$ cat src/rtl/piccolo_mix_seq.sv
// Piccolo F-function diffusion y = M*x over GF(2^4), one nibble product per cycle
// through an external shared combinational multiplier (mul_a * mul_b -> mul_res).
module piccolo_mix_seq #(
    parameter int NSTEP = 16
) (
    input  logic        clk,
    input  logic        rst,
    input  logic        in_valid,
    output logic        in_ready,
    input  logic [15:0] in_data,
    output logic        out_valid,
    input  logic        out_ready,
    output logic [15:0] out_data,
    output logic [3:0]  mul_a,
    output logic [3:0]  mul_b,
    input  logic [3:0]  mul_res,
    output logic        busy
);
    localparam logic [1:0] S_IDLE = 2'd0;
    localparam logic [1:0] S_CALC = 2'd1;
    localparam logic [1:0] S_DONE = 2'd2;
    localparam logic [3:0] LAST   = 4'(NSTEP - 1);

    logic [1:0]      state_q, state_d;
    logic [3:0]      cnt_q, cnt_d;
    // Nibble 3 is the most significant nibble, so element 0 of x/y lives at index ~0 = 3.
    logic [3:0][3:0] xreg_q, xreg_d;
    logic [3:0][3:0] acc_q, acc_d;

    logic [1:0] row, col, diag;
    logic [3:0] coef;

    assign row  = cnt_q[3:2];
    assign col  = cnt_q[1:0];
    // M is circulant: each row is [2 3 1 1] rotated right by the row index.
    assign diag = col - row;

    always_comb begin
        case (diag)
            2'd0:    coef = 4'd2;
            2'd1:    coef = 4'd3;
            default: coef = 4'd1;
        endcase
    end

    always_comb begin
        state_d = state_q;
        cnt_d   = cnt_q;
        xreg_d  = xreg_q;
        acc_d   = acc_q;
        mul_a   = 4'd0;
        mul_b   = 4'd0;
        case (state_q)
            S_IDLE: begin
                if (in_valid) begin
                    xreg_d  = in_data;
                    acc_d   = '0;
                    cnt_d   = 4'd0;
                    state_d = S_CALC;
                end
            end
            S_CALC: begin
                mul_a       = coef;
                mul_b       = xreg_q[~col];
                acc_d[~row] = acc_q[~row] ^ mul_res;
                cnt_d       = cnt_q + 4'd1;
                if (cnt_q == LAST) state_d = S_DONE;
            end
            S_DONE: begin
                if (out_ready) state_d = S_IDLE;
            end
            default: state_d = S_IDLE;
        endcase
    end

    always_ff @(posedge clk) begin
        if (rst) begin
            state_q <= S_IDLE;
            cnt_q   <= 4'd0;
            xreg_q  <= '0;
            acc_q   <= '0;
        end else begin
            state_q <= state_d;
            cnt_q   <= cnt_d;
            xreg_q  <= xreg_d;
            acc_q   <= acc_d;
        end
    end

    assign in_ready  = (state_q == S_IDLE);
    assign out_valid = (state_q == S_DONE);
    assign busy      = (state_q == S_CALC) || (state_q == S_DONE);
    assign out_data  = acc_q;
endmodule

$ cat config.mk
export PLATFORM = sky130hd
export DESIGN_NAME = piccolo_mix_seq
export DESIGN_NICKNAME = d
export VERILOG_FILES = /design/src/rtl/piccolo_mix_seq.sv
export SDC_FILE = /design/constraint.sdc
export NUM_CORES = 1
export LEC_CHECK = 0
export CORE_MARGIN = 2
export CORE_UTILIZATION = 45
export CTS_BUF_LIST = sky130_fd_sc_hd__clkbuf_2
export DETAILED_ROUTE_END_ITERATION = 8
export GPL_TIMING_DRIVEN = 1
export PLACE_DENSITY = 0.81
export SYNTH_ARGS = -nofsm -noshare
export SYNTH_HDL_FRONTEND = slang
export SYNTH_SLANG_ARGS = --single-unit
$ cat constraint.sdc
create_clock -name clk -period 2.1 [get_ports clk]
set_input_delay 0.315 -clock clk [delete_from_list [all_inputs] [get_ports clk]]
set_output_delay 0.315 -clock clk [all_outputs]
set_load 0.01 [all_outputs]
* Yosys cells after proc, flatten, opt, wreduce, memory -nomap -nowiden
Cells that the tools add are included.
** Cells by class
- Reductions and logical operators :: 8
- Equal/unequal tests :: 7
- Bitwise gates (word level) :: 3
- Order comparisons :: 3
- Mux-type cells :: 18
- Add/sub/neg operators :: 2
** Operator list (number)
- 16-bit case mux with 2 select lines :: 1
- 4-bit two-way mux :: 6
- 4-bit binary-select mux with 2-bit select :: 2
- 16-bit bitwise mux :: 1
- 16-bit two-way mux :: 1
- 4-bit demux with 2-bit select :: 1
- 4-bit case mux with 2 select lines :: 1
- 2-bit by 3-bit < comparator with 1-bit output, second input constant :: 2
- 2-bit two-way mux :: 3
- 2-bit case mux with 3 select lines :: 1
- 4-bit by 1-bit adder with 4-bit output, second input constant :: 1
- 2-bit by 1-bit equality test with 1-bit output, second input constant :: 2
- 4-bit equality test, second input constant :: 1
- 2-bit logical NOT :: 2
- 2-bit != test, second input constant :: 2
- 2-bit inverter :: 2
- 2-bit case mux with 2 select lines :: 1
- 2-bit AND reduction :: 2
- 4-bit XOR :: 1
- 3-bit AND reduction :: 1
- 2-bit equality test, second input constant :: 1
- 2-bit by 1-bit >= comparator with 1-bit output, second input constant :: 1
- 2-bit by 1-bit != test with 1-bit output, second input constant :: 1
- 2-bit nonzero test :: 1
- other kinds (3) :: 3
** Storage, ports and cells
- Bits in registers :: 38
- Output and inout port bits :: 27
- Bits of input ports :: 24

* Longest topological paths before layout
- Depth in word-level cells :: 7
- Mapped depth :: 8
- Depth with buffers taken out :: 6

* Worst setup path after synthesis
No wires, ideal clock.
- Path type :: register -> register
- Start point :: register state_q[0]
- End point :: register state_q[0]
- Required time :: 1.972 ns
- Arrival time :: 1.481 ns
- Path slack :: 0.492 ns
- Cell stages (with the launch flop) :: 8
- Cells stage by stage :: dfxtp_1 > inv_1 > ha_1 > buf_6 > nor2b_4 > a2111oi_4 > mux2i_1 > nor2_1
** On the way
- Word-level cells in the longest chain between the ends :: 3
** RTL lines
- start, declared :: line 24 : logic [1:0] state_q, state_d;
- start signal, assigned :: line 83 : state_q <= state_d;
- 2-bit logical NOT (*)
- net in_ready :: line 9 : output logic in_ready,
- 2-bit != test (no line)
- 3-bit AND reduction (no line)
The timed path passes the listed nets; every way through them passes the cells marked *.
A chain may end at the register's enable or synchronous reset.

* Worst setup path in the final report
- Start point :: register cnt_q[0]
- End point :: output mul_b[0]
** On the way
- Word-level cells in the longest chain between the ends :: 4
** RTL lines
- start, declared :: line 25 : logic [3:0] cnt_q, cnt_d;
- start signal, assigned :: line 84 : cnt_q <= cnt_d;
- 2-bit inverter :: line 64 : mul_b = xreg_q[~col];
- 4-bit binary-select mux with 2-bit select :: line 64
- 4-bit two-way mux (not written as such) :: line 64
- 4-bit two-way mux :: line 53 : case (state_q)
- end, declared :: line 15 : output logic [3:0] mul_b,
No other way between the ends. The select of a mux whose other input is x is not followed.

==> flow_summary.ini <==
[pwr]
p_clk_share_pct = 17.4
p_int_mw = 1.18
p_sw_mw = 0.623
p_sw_share_pct = 34.5
seqPwrFrac_pct = 45.4
power.leakage_nw = 1.14
ir_drop_mv = 0.420
power_density_nw_per_um2 = 691
combPwrFrac_pct = 37.2

[global_route]
grt_pass1_wl_mm = 7.80
overflow = 0
grt_pass1_vias = 1694
antenna_found_initial = 0
gr-usage-all-layers_pct = 19.3
grt_max_degree = 20

[run_status]
status = completed

[logic_synthesis]
ys_top_cells_by_area = dfxtp_1 37%, nand2_1 8.6%, a21o_1 6.2%, a21oi_1 5.8%, mux4_2 4.4%
synth_area_leader_cell = dfxtp_1
ys_types = 41
ys_top_cells_by_count = 47 x nand2_1, 38 x dfxtp_1, 24 x a21oi_1
synth_edf_count = 0
synth.yosys.seq_area_share_pct = 36.9
synth_cells = 243
avgSynthCellArea_um2 = 8.49
synth_ff_type = dfxtp_1
yosysMostFrequentCell = nand2_1
synth-async-reset-ratio_pct = 0
post-synth-top-area-fraction_pct = 36.9
synthesis.area_um2 = 2060
ys_warn_count = 0
ys_ff_latch = 38

[timing]
max_slew_margin_pct = 65.6
max_freq_mhz = 501
post-route-period-util_pct = 95.0
period_minus_slack_ns = 1.99
fin_ws_ns = 0.106
finClkSkew_ns = 0.0257
setup-tns-final_ns = 0
drv_slew = 0
hold_viol = 0
worst_pin_slew_ns = 0.514
finalSetupViolCount = 0
rsz0062_at_grt = no
timing.hold.ws_ns = 0.462

[clocking]
cts_tree = yes
clk_latency_ns = 0.39
cts_sinks = 38
h-tree-depth = 2
clockBufferDepth = 2
hold_buffers = 0
cts_inserted_buffers = 5
cts_root_buffer = clkbuf_2
path_clk_slew_ns = 0.18

[setup_path]
start_kind = flip-flop
worst_ep_arrival_time_ns = 1.68
critical_path_class = flip-flop to output port
path_cells = buf_6, mux4_2, and2_1, buf_2
cp_max_fo = 4
crit_required_ns = 1.78
slowest_delay_ns = 0.49
setup.worst_path.end_class = output port
crit_slowest_cell = mux4_2

[cells_and_area]
antenna_cells = 0
utilization_pct = 59.6
drive_gt1_share_pct = 14.1
finalNonFillerCells = 343
area_delta_synth_final_pct = 26.6
nNetsFinal = 319

[placed_design]
io_buffers = 48
dp_hpwl_mm = 3.44
placed_cells = 333
routabilityCongestion = 0.836
place_ws_ns = 0.131

[drt]
finalWirelength_mm = 4.84
routedWlPerCell_um = 14.1
dr.pass1.iters = 4
viasPerCell = 5.41
ant_nets = 0
drcViolationCount = 0
vias = 1854
drt_iter0_drc = 138

[die]
rows = 24
core_area_um2 = 4380
pin_count = 51
fp.dieW_um = 71.7
dieArea_um2 = 5140
die_h_um = 71.7
initial_utilization_pct = 47.1

[min_path]
hold_path.class = input port to flip-flop

[run]
drv_cap = 0
[stage by stage]
step                      power [mW]  area (um^2)
after floorplan                 1.27         2070
after global placement          1.44         2530
after detailed placement        1.46         2530
after CTS                       1.78         2570
after global routing            1.91         2610
final                           1.81         2610
[flip-flops by register name (all words and copies together), names as in the netlist]
register and flops:
state_q 2, out_data 16, cnt_q 4, xreg_q 16
[placed cells by master, fill, tap and decap left out, drive strengths merged, types with 2 or more instances in the layout]
cell type,Yosys,routed
clkinv,1,3
a21oi,25,25
inv,12,12
a31oi,13,13
conb,1,2
o21ai,8,8
a22o,4,4
clkbuf,4,9
ha,5,5
mux2,2,2
xnor2,2,2
nor2,5,5
and2,4,4
nand2,47,47
nand2b,13,13
clkdlybuf4s50,0,42
nor3,5,5
a2111oi,3,3
nand4,4,4
mux4,4,4
buf,14,10
a21o,17,17
nand3,2,2
nor2b,4,4
dfxtp,38,38
[layout make-up]
class                           count  area [um^2]
Inverter                           13         48.8
Sequential cell                    38          764
Tap cell                           52         65.1
Clock inverter                      2         8.76
Clock buffer                        6         30.0
Multi-Input combinational cell    175         1160
Timing Repair Buffer               57          533
Fill cell                         368         1770
[worst paths after layout]
kind / start / endpoint / slack (ns) / depth (start not counted)
worst max-delay path: cnt_q[0] / mul_b[0] / 0.11 / 4
worst min register to register: xreg_q[6] / xreg_q[6] / 0.47 / 2
worst min-delay path: in_data[5] / xreg_q[5] / 0.46 / 3
worst max register to register: state_q[1] / out_data[6] / 0.36 / 6
[power groups by stage]
stage	logic [mW]	clock network, mW	registers (mW)
3_3_place_gp	0.619	0	0.824
6_report	0.671	0.314	0.820
4_1_cts	0.636	0.325	0.814
5_1_grt	0.730	0.353	0.825
2_1_floorplan	0.458	0	0.817
3_5_place_dp	0.634	0	0.827
[kinds of logic after synthesis]
kind of cell / after synthesis / share of synthesized area, %
other: 1 / 0.182
and+or+nand+nor: 85 / 20.1
adders and majority gates: 5 / 3.03
buffers and inverters: 31 / 8.97
AOI/OAI and AO/OA: 73 / 23.4
DFF: 38 / 36.9
xor gates and xnor gates: 3 / 1.27
muxes: 7 / 6.12
[per-layer routing]
metal | vias to the layer above | track usage (%) | routed length [um]
li1 | 932 | - | -
met1 | 865 | 25.8 | 2230
met2 | 55 | 29.8 | 2340
met3 | 2 | 4.92 | 244
met4 | 0 | 7.76 | 34
met5 | - | 0 | 0
[repair_timing]
| action | in CTS | in global routing |
|---|---|---|
| setup endpoints to repair | 7 | 7 |
| pin swaps | 0 | 1 |
| gates cloned | 0 | 0 |
| buffers inserted | 0 | 2 |
| resized for setup | 15 | 10 |
[critical path: cells and delay by family, from the launching register on]
kind | cells | cell delay [ns]
buf+inv | 2 | 0.26
flops | 1 | 0.39
simple gates | 1 | 0.16
mux | 1 | 0.49
Power figures use the tool's default switching activity.
